### src/rtl/insn_fetch_unit_pkg.sv
// Shared definitions for the instruction fetch stage: FSM states, fault codes,
// the NOP encoding and the target alignment helper.
package insn_fetch_unit_pkg;

  typedef enum logic [1:0] {
    ST_BOOT  = 2'd0,
    ST_REQ   = 2'd1,
    ST_ISSUE = 2'd2,
    ST_HALT  = 2'd3
  } fetch_state_e;

  localparam logic [1:0]  CAUSE_NONE     = 2'b00;
  localparam logic [1:0]  CAUSE_MISALIGN = 2'b01;
  localparam logic [1:0]  CAUSE_TIMEOUT  = 2'b10;

  localparam logic [31:0] NOP_INSN = 32'h0000_0013;

  // No compressed ISA: any set bit in [1:0] makes a target unusable.
  function automatic logic is_misaligned(input logic [1:0] low_bits);
    return |low_bits;
  endfunction

endpackage

### src/rtl/insn_fetch_unit_timeout_counter.sv
// Counts consecutive request cycles without an acknowledge and flags the cycle
// in which the TIMEOUT-th such cycle is being spent.
module fetch_timeout_counter #(
  parameter int TIMEOUT = 255
) (
  input  logic clk,
  input  logic rst_n,
  input  logic clear,
  input  logic enable,
  output logic expired
);

  localparam int CW = $clog2(TIMEOUT + 1);

  logic [CW-1:0] count_r;

  // Waiting-cycle counter; clear wins over enable.
  always_ff @(posedge clk or negedge rst_n) begin
    if (!rst_n) begin
      count_r <= {CW{1'b0}};
    end else if (clear) begin
      count_r <= {CW{1'b0}};
    end else if (enable) begin
      count_r <= count_r + CW'(1);
    end else begin
      count_r <= count_r;
    end
  end

  // Fires while the last permitted un-acked cycle is in progress.
  always_comb begin
    expired = 1'b0;
    if (enable && (count_r == CW'(TIMEOUT - 1))) begin
      expired = 1'b1;
    end else begin
      expired = 1'b0;
    end
  end

endmodule

### src/rtl/insn_fetch_unit.sv
// Fetch stage: owns the PC, fetches over a req/ack handshake, holds the word
// for decode/execute, advances the PC and halts on misaligned target or timeout.
module insn_fetch_unit
  import insn_fetch_unit_pkg::*;
#(
  parameter int              XLEN     = 64,
  parameter logic [XLEN-1:0] RESET_PC = {XLEN{1'b0}},
  parameter int              TIMEOUT  = 255
) (
  input  logic            clk,
  input  logic            rst_n,
  output logic            imem_req,
  output logic [XLEN-1:0] imem_addr,
  input  logic            imem_ack,
  input  logic [31:0]     imem_rdata,
  output logic [31:0]     insn,
  output logic [XLEN-1:0] pc,
  output logic            insn_valid,
  input  logic            exec_done,
  input  logic            pc_next_sel,
  input  logic [XLEN-1:0] pc_target,
  output logic            fault,
  output logic [1:0]      fault_cause
);

  fetch_state_e    state_r, state_nxt_s;
  logic [XLEN-1:0] pc_r, pc_nxt_s, pc_cand_s;
  logic [31:0]     insn_r, insn_nxt_s;
  logic [1:0]      cause_r, cause_nxt_s;
  logic            imem_req_r, insn_valid_r, fault_r;
  logic            tmo_clear_s, tmo_en_s, tmo_expired_s;

  // Timeout counter runs only while waiting in REQ; an ack restarts it.
  always_comb begin
    tmo_en_s    = 1'b0;
    tmo_clear_s = 1'b1;
    if (state_r == ST_REQ) begin
      tmo_en_s    = ~imem_ack;
      tmo_clear_s = imem_ack;
    end else begin
      tmo_en_s    = 1'b0;
      tmo_clear_s = 1'b1;
    end
  end

  fetch_timeout_counter #(
    .TIMEOUT (TIMEOUT)
  ) u_timeout (
    .clk     (clk),
    .rst_n   (rst_n),
    .clear   (tmo_clear_s),
    .enable  (tmo_en_s),
    .expired (tmo_expired_s)
  );

  // Next-state, next-PC and fault-cause selection.
  always_comb begin
    state_nxt_s = state_r;
    pc_nxt_s    = pc_r;
    insn_nxt_s  = insn_r;
    cause_nxt_s = cause_r;
    // pc+4 wraps modulo 2^XLEN by construction of the adder width
    pc_cand_s   = pc_next_sel ? pc_target : (pc_r + XLEN'(4));
    case (state_r)
      ST_BOOT: begin
        state_nxt_s = ST_REQ;
      end
      ST_REQ: begin
        if (imem_ack) begin
          insn_nxt_s  = imem_rdata;
          state_nxt_s = ST_ISSUE;
        end else if (tmo_expired_s) begin
          state_nxt_s = ST_HALT;
          cause_nxt_s = CAUSE_TIMEOUT;
        end else begin
          state_nxt_s = ST_REQ;
        end
      end
      ST_ISSUE: begin
        if (exec_done) begin
          if (pc_next_sel && is_misaligned(pc_target[1:0])) begin
            state_nxt_s = ST_HALT;
            cause_nxt_s = CAUSE_MISALIGN;
          end else begin
            pc_nxt_s    = pc_cand_s;
            state_nxt_s = ST_REQ;
          end
        end else begin
          state_nxt_s = ST_ISSUE;
        end
      end
      ST_HALT: begin
        state_nxt_s = ST_HALT;
      end
      default: begin
        state_nxt_s = ST_HALT;
      end
    endcase
  end

  // State, PC, instruction and registered outputs decoded from the next state.
  always_ff @(posedge clk or negedge rst_n) begin
    if (!rst_n) begin
      state_r      <= ST_BOOT;
      pc_r         <= RESET_PC;
      insn_r       <= NOP_INSN;
      cause_r      <= CAUSE_NONE;
      imem_req_r   <= 1'b0;
      insn_valid_r <= 1'b0;
      fault_r      <= 1'b0;
    end else begin
      state_r      <= state_nxt_s;
      pc_r         <= pc_nxt_s;
      insn_r       <= insn_nxt_s;
      cause_r      <= cause_nxt_s;
      imem_req_r   <= (state_nxt_s == ST_REQ);
      insn_valid_r <= (state_nxt_s == ST_ISSUE);
      fault_r      <= (state_nxt_s == ST_HALT);
    end
  end

  assign imem_req    = imem_req_r;
  assign imem_addr   = pc_r;
  assign insn        = insn_r;
  assign pc          = pc_r;
  assign insn_valid  = insn_valid_r;
  assign fault       = fault_r;
  assign fault_cause = cause_r;

endmodule

### config.mk
export PLATFORM = sky130hd
export DESIGN_NAME = insn_fetch_unit
export DESIGN_NICKNAME = d
export VERILOG_FILES = /design/src/rtl/insn_fetch_unit_pkg.sv /design/src/rtl/insn_fetch_unit_timeout_counter.sv /design/src/rtl/insn_fetch_unit.sv
export SDC_FILE = /design/constraint.sdc
export NUM_CORES = 1
export LEC_CHECK = 0
export BUFFER_PORTS_ARGS = -buffer_cell sky130_fd_sc_hd__buf_4
export CORE_MARGIN = 4
export CORE_UTILIZATION = 50
export CTS_CLUSTER_DIAMETER = 50
export DETAILED_ROUTE_END_ITERATION = 10
export HOLD_SLACK_MARGIN = 0.1
export PLACE_DENSITY = 0.82
export SLEW_MARGIN = 15
export SYNTH_ARGS = -nofsm -noshare
export SYNTH_HDL_FRONTEND = slang
export SYNTH_HIERARCHICAL = 1
export SYNTH_SLANG_ARGS = --single-unit
### constraint.sdc
create_clock -name clk -period 2.6 [get_ports clk]
set_clock_uncertainty 0.1 [all_clocks]
set_input_delay 0.13 -clock clk [delete_from_list [all_inputs] [get_ports clk]]
set_output_delay 0.13 -clock clk [all_outputs]
set_load 0.03 [all_outputs]
==> summary.txt, run 1 <==
STA
  • Slew Limit Fails: 0
  • RSZ-0062 raised after global routing: no
  • Fin crit share: 91.8%
  • Final hold violations: 0
  • Setup TNS: 0 ns
  • Final setup vio count: 0
  • Minimum clock period: 2.39 ns
  • Slew HR: 66.0%
  • Maximum clock frequency: 419 MHz
  • Least-Margin Pin Slew: 0.505 ns

CTS
  • Clock tree buffer depth: 2
  • TritonCTS clock tree: built
  • Post CTS Setup Buffer Count: 0
  • Root buf cell: clkbuf_16
  • Num CTS Buffers: 9
  • Post_cts resized: 0
  • Sink Count: 111
  • Hold_buf cts: 97
  • Clock edge transition at the registers on the reported setup and hold paths: 0.07 ns
  • H-tree levels: 3
  • Clock latency on the worst-skew pair: 0.36 ns

Synth
  • Synth Area in Adders: 0.557%
  • Sequential share of the synthesized area: 41.3%
  • Ys async rst share: 100%
  • Simple-Gate Fraction of Synth Area: 23.0%
  • Synth Flop Type: dfrtp_1
  • Synth Instances: 712
  • Avg Cell Area, Syn: 9.47 um^2
  • Synth unique cells: 64
  • Yosys warns: 6
  • Multiplexer share of the synthesized area: 9.67%
  • Post-Synth XOR/XNOR Area: 0.520%
  • Synthesized cell area: 6740 um^2
  • Synthesized Nets: 816
  • Main combinational cell family by area after synthesis: simple AND/OR/NAND/NOR gates
  • Number of synthesized flops with an enable pin: 0
  • Synth Area in Compound Gates: 14.2%
  • Yosys reg bits: 111

Setup path
  • WP data required: 2.73 ns
  • Crit-path max cell delay: 0.46 ns
  • Critical path type: flop to flop
  • Cell at the slowest stage of the critical path: dfrtp_1
  • Worst path cell trace: ha_1, nand2_1, nor2_1, nand2_2, nor4_1, mux2i_1, o21ai_1
  • Top cell family by delay on the critical path: simple AND/OR/NAND/NOR gates
  • Buffers plus inverters on the worst setup path: 0
  • Crit path DAT: 2.52 ns
  • Crit end category: flop
  • Critical Path Start Type: flop
  • Critical-path maximum fanout: 7

Cells and area
  • Multi-input gate area: 3240 um^2
  • Reg area: 2780 um^2
  • Fin area: 9740 um^2
  • Share of post-route cells with drive strength above 1: 37.0%
  • Fill count: 968
  • Syn-to-layout area delta: 44.4%
  • Nets: 1111

Floorplanning
  • Die W: 124 um
  • Die height: 124 um
  • # IOs: 266
  • Core footprint: 13200 um^2
  • Initial core utilization: 50.9%
  • Full die area: 15400 um^2
  • FP Rows: 42

Hold path
  • Hold crit path type: input pin to asynchronous set/reset pin

Global routing
  • Global-route wire length before repair: 34800 um
  • Grt total ovfl: 0
  • All-Layer GR Usage: 29.2%
  • Vias in the first global route: 6660
  • Pin count of the biggest net entering global routing: 84
  • Initial antenna violation count: 1

Power and ir drop
  • Sw frac: 33.9%
  • Sequential power share: 41.4%
  • Comb power frac: 31.7%
  • Static leakage: 4.51 nW
  • VDD IR max: 0.659 mV
  • Power per cell area: 545 nW/um^2
  • P_sw: 1.80 mW
  • Clock share of power: 26.9%
  • Int Power: 3.50 mW

Placed design
  • Placement-stage cell area: 8470 um^2
  • GP Congestion: 0.905
  • I/O Buffers: 265
  • Hpwl dp: 15000 um

Route
  • Vias per cell: 5.72
  • Routed Antenna Nets: 0
  • Initial DRC count: 471
  • Drt first pass iters: 5
  • DR WL/cell: 19.2 um
  • Detailed Route WL: 22800 um
  • Drc violations: 0
  • Vias: 6798

Job
  • Max cap viols: 0

Run status
  • Status: completed
[sequential cells by signal, indices dropped and copies added, names as in the netlist]
| name | count |
|---|---|
| u_timeout/count_r | 8 |
| imem_req | 1 |
| fault | 1 |
| state_r | 2 |
| fault_cause | 2 |
| imem_addr | 64 |
| insn | 32 |
| insn_valid | 1 |
[layout by cell type (no fill, tap or decap), types with 28 or more instances in the layout]
master | Yosys | routed
mux2i_1 | 28 | 28
buf_4 | 66 | 285
a21oi_1 | 52 | 52
nor2_1 | 45 | 44
dlygate4sd3_1 | 0 | 97
nand2_1 | 57 | 56
mux2_2 | 33 | 33
o22ai_1 | 41 | 41
nand3_1 | 38 | 38
dfrtp_1 | 108 | 108
[worst paths after layout]
path                                          startpoint                    endpoint  slack (ns)  depth (start not counted)
worst min register to register      insn[25]$_DFFE_PN0P_        insn[25]$_DFFE_PN0P_        0.41                          1
min in group clk                             pc_next_sel  fault_cause[0]$_DFFE_PN0P_        0.17                          5
worst min-delay path                               rst_n   imem_addr[51]$_DFFE_PN0P_        0.16                          2
worst max register to register  imem_addr[2]$_DFFE_PN0P_   imem_addr[62]$_DFFE_PN0P_        0.21                          7
worst max-delay path            imem_addr[2]$_DFFE_PN0P_   imem_addr[62]$_DFFE_PN0P_        0.21                          7
max in group asynchronous                          rst_n         insn[0]$_DFFE_PN1P_        1.41                          3
[layout make-up]
type | instances | share of cell area (%)
multi-input combinational | 489 | 33.3
sequential | 111 | 28.6
antenna | 1 | 0.0257
tap | 176 | 2.26
clock inverter | 7 | 0.745
timing repair buffer | 384 | 32.3
clock buffer | 9 | 2.31
inverter | 12 | 0.462
[layer usage]
layer | GRT usage, % | part of all wire [%] | vias to the layer above
li1 | - | - | 3150
met1 | 35.4 | 38 | 3218
met2 | 47.6 | 47 | 357
met3 | 8.63 | 9.9 | 73
met4 | 14.0 | 4.5 | 0
met5 | 0 | 0 | -
[per-stage QoR]
step	setup WS [ns]	power [mW]	instances	hold WS, ns	util, %
final	0.212	5.30	1189	0.159	73.5
after global routing	0.0589	5.51	1189	0.200	73.5
after CTS	0.254	5.28	1188	0.166	73.5
after detailed placement	0.305	3.75	1075	0.0102	63.9
after global placement	0.336	3.70	1075	0.0114	63.9
after floorplan	0.361	3.04	712	-0.266	-
[synthesized netlist by cell type (all sizes together), types with 5 or more instances]
master / n / area share [%]
a22oi: 11 / 1.2
a21oi: 52 / 3.9
a21o: 8 / 0.89
or3: 5 / 0.46
mux2i: 28 / 4.2
dfrtp: 108 / 40
o22ai: 41 / 3.8
nor4: 11 / 1.6
mux2: 33 / 5.5
nand2: 58 / 3.3
nor3: 31 / 2.9
and3: 11 / 1.1
inv: 12 / 0.67
and4: 7 / 0.93
and2: 5 / 0.46
nand3: 41 / 3.4
o21ai: 30 / 2.2
nand4: 30 / 4.0
clkbuf: 22 / 1.8
nor2: 45 / 2.5
buf: 78 / 8.3
[power groups by stage]
stage / registers (mW) / clock network (mW) / logic, mW
global placement: 2.18 / 0 / 1.52
finish: 2.19 / 1.43 / 1.68
detailed placement: 2.20 / 0 / 1.55
global route: 2.23 / 1.51 / 1.77
floorplan: 2.71 / 0 / 0.332
CTS: 2.17 / 1.44 / 1.67
[logic make-up after synthesis]
kind of cell    count (synthesis)
fa+ha+maj                       3
mux                            61
compound gates                159
buf+inv                       112
xor+xnor                        4
simple gates                  262
flops                         111
No activity file was read; power rests on OpenSTA's default activity.
==> inputs of run 2 (changes only) <==
Settings changed: ABC_AREA set to 1, CORE_UTILIZATION 50 to 51, RECOVER_POWER set to 100.
==> summary.txt, run 2 <==
Cells and area
  • Most common cell after layout, fill and taps aside: nand2_1
  • Max reg flops: 64
  • Most frequent cells in the layout: 306 x nand2_1, 189 x nor2_1, 167 x clkbuf_1, 108 x dfrtp_1, 103 x inv_1
  • ANT cells: 0
  • Finished Core Util: 68.9%
  • Layout Cells excl Fill: 1548
  • Share of post-route cells with drive strength above 1: 13.4%
  • Nets: 1467
  • Fin area: 9720 um^2
  • Syn-to-layout area delta: 30.6%

Power and ir drop
  • VDD IR max: 0.436 mV
  • Total power: 6.15 mW
  • Static leakage: 4.52 nW
  • Power per cell area: 633 nW/um^2

Synth
  • Synth unique cells: 40
  • Avg Cell Area, Syn: 6.93 um^2
  • Top-area cell type share of the netlist area: 36.3%
  • Number of synthesized flops with an enable pin: 0
  • Ys async rst share: 100%
  • Most frequent cell after synthesis: nand2_1
  • Synthesized Nets: 1178
  • Synth cell count leaders: 304 x nand2_1, 183 x nor2_1, 108 x dfrtp_1, 103 x inv_1, 74 x nand3_1
  • Yosys top cell by area: dfrtp_1
  • Synth Flop Type: dfrtp_1
  • Area contributors post-synth: dfrtp_1 36%, nand2_1 15%, nor2_1 9.2%
  • Synth Instances: 1074
  • Sequential share of the synthesized area: 37.4%
  • Yosys reg bits: 111
  • Yosys warns: 6
  • Synthesized cell area: 7440 um^2

Setup path
  • Critical-path maximum fanout: 7
  • Crit path DAT: 2.43 ns
  • Critical Path Start Type: flop
  • Critical path type: flop to flop
  • Crit end category: flop
  • WP data required: 2.76 ns

Global routing
  • Grt total ovfl: 0
  • Vias in the first global route: 8157
  • Global-route wire length before repair: 43000 um
  • All-Layer GR Usage: 32.7%
  • Initial antenna violation count: 0
  • Pin count of the biggest net entering global routing: 76

Route
  • Detailed Route WL: 27300 um
  • DRT met1 WL: 10800 um
  • Routed Antenna Nets: 0
  • Met3 wire len: 2650 um
  • Vias: 8324
  • Vias per cell: 5.38
  • Drc violations: 0
  • DR WL/cell: 17.6 um
  • Max Used Layer: met4
  • Drt first pass iters: 5
  • Met2 WL: 13000 um
  • Initial DRC count: 641

CTS
  • Sink Count: 111
  • Post_cts resized: 0
  • Clock edge transition at the registers on the reported setup and hold paths: 0.08 ns
  • Clock latency on the worst-skew pair: 0.37 ns
  • Clock tree buffer depth: 2
  • TritonCTS clock tree: built
  • Num CTS Buffers: 9
  • H-tree levels: 3
  • Root buf cell: clkbuf_16

Floorplanning
  • # IOs: 266
  • Die height: 129 um
  • Initial core utilization: 52.8%
  • Core footprint: 14100 um^2
  • Die W: 129 um
  • FP Rows: 43
  • Full die area: 16600 um^2

STA
  • Least-Margin Pin Slew: 1.09 ns
  • Setup TNS: 0 ns
  • Maximum clock frequency: 441 MHz
  • RSZ-0062 raised after global routing: no
  • Setup ws final: 0.332 ns
  • Hold Slack: 0.149 ns
  • Minimum clock period: 2.27 ns
  • Final hold violations: 0
  • Fin crit share: 87.2%
  • Final setup vio count: 0
  • Slew Limit Fails: 0
  • Slew HR: 27.6%

Job
  • Max cap viols: 0

Placed design
  • Hpwl dp: 19000 um
  • GP Congestion: 0.980
  • I/O Buffers: 265
  • Dpl cells: 1434
  • Placement-stage cell area: 9100 um^2
  • DP Worst Slack: 0.526 ns

Run status
  • Status: completed

Hold path
  • Hold crit path type: input pin to flop
## run 2: cell count changes after synthesis, sizes merged, moves of 20 or more
cell / delta
a21oi: -20
inv: +97
mux2i: -28
nand2: +257
nand3: +35
nand4: -22
nor2: +154
nor3: -28
o21ai: +30
o22ai: -31
## run 2: worst paths after layout
kind	from	to	slack (ns)	depth (start not counted)
min in group asynchronous	rst_n	imem_addr[0]$_DFFE_PN0P_	0.40	2
max reg2reg	imem_addr[3]$_DFFE_PN0P_	imem_addr[40]$_DFFE_PN0P_	0.33	8
min reg2reg	fault_cause[1]$_DFFE_PN0P_	fault_cause[1]$_DFFE_PN0P_	0.40	1
min	pc_next_sel	imem_addr[17]$_DFFE_PN0P_	0.15	3
max	imem_addr[3]$_DFFE_PN0P_	imem_addr[40]$_DFFE_PN0P_	0.33	8
max in group asynchronous	rst_n	imem_addr[35]$_DFFE_PN0P_	0.48	3
## run 2: repair_timing
| item | 4_1_cts | 5_1_grt |
|---|---|---|
| setup buffers | 0 | 0 |
| hold buffers | 98 | 0 |
| hold endpoints to repair | 169 | 0 |
## run 2: power by group
part	internal, mW	total, mW	leakage [nW]	switching (mW)
registers	2.01	2.45	1.44	0.435
logic	0.637	2.20	2.93	1.56
clock network	0.773	1.51	0.155	0.732
total	3.42	6.15	4.52	2.73
## run 2: layer usage
layer	up-vias	global-route usage, %
met5	-	0
met2	499	54.5
met3	69	6.60
li1	3910	-
met1	3846	41.8
met4	0	12.8
## run 2: layout make-up
class                   count  area [um^2]
clock buffers               9          225
clock inverters             7         88.8
fillers                  1339         4380
inverters                 110          413
multi-input cells         761         3570
flip-flops and latches    111         2780
well taps                 180          225
repair buffers            370         2420
## run 2: critical path, stage by stage, from the launching register on
cell and delay [ns]:
dfrtp_1 0.48, ha_1 0.30, nand2_1 0.13, nor2_1 0.54, nand2_1 0.18, o21ai_0 0.18
nand3_1 0.11, nand2_1 0.09, nand2_1 0.05
## run 2: kinds of logic (layout without fill, tap and decap cells)
group           count (synthesis)  in the layout  share of synthesized area [%]
flops                         111            111                           37.4
mux                            32             32                           4.84
xor+xnor                        7              7                          0.824
simple gates                  604            604                           34.0
fa+ha+maj                       3              3                          0.505
compound gates                115            115                           8.41
buf+inv                       202            496                           14.0
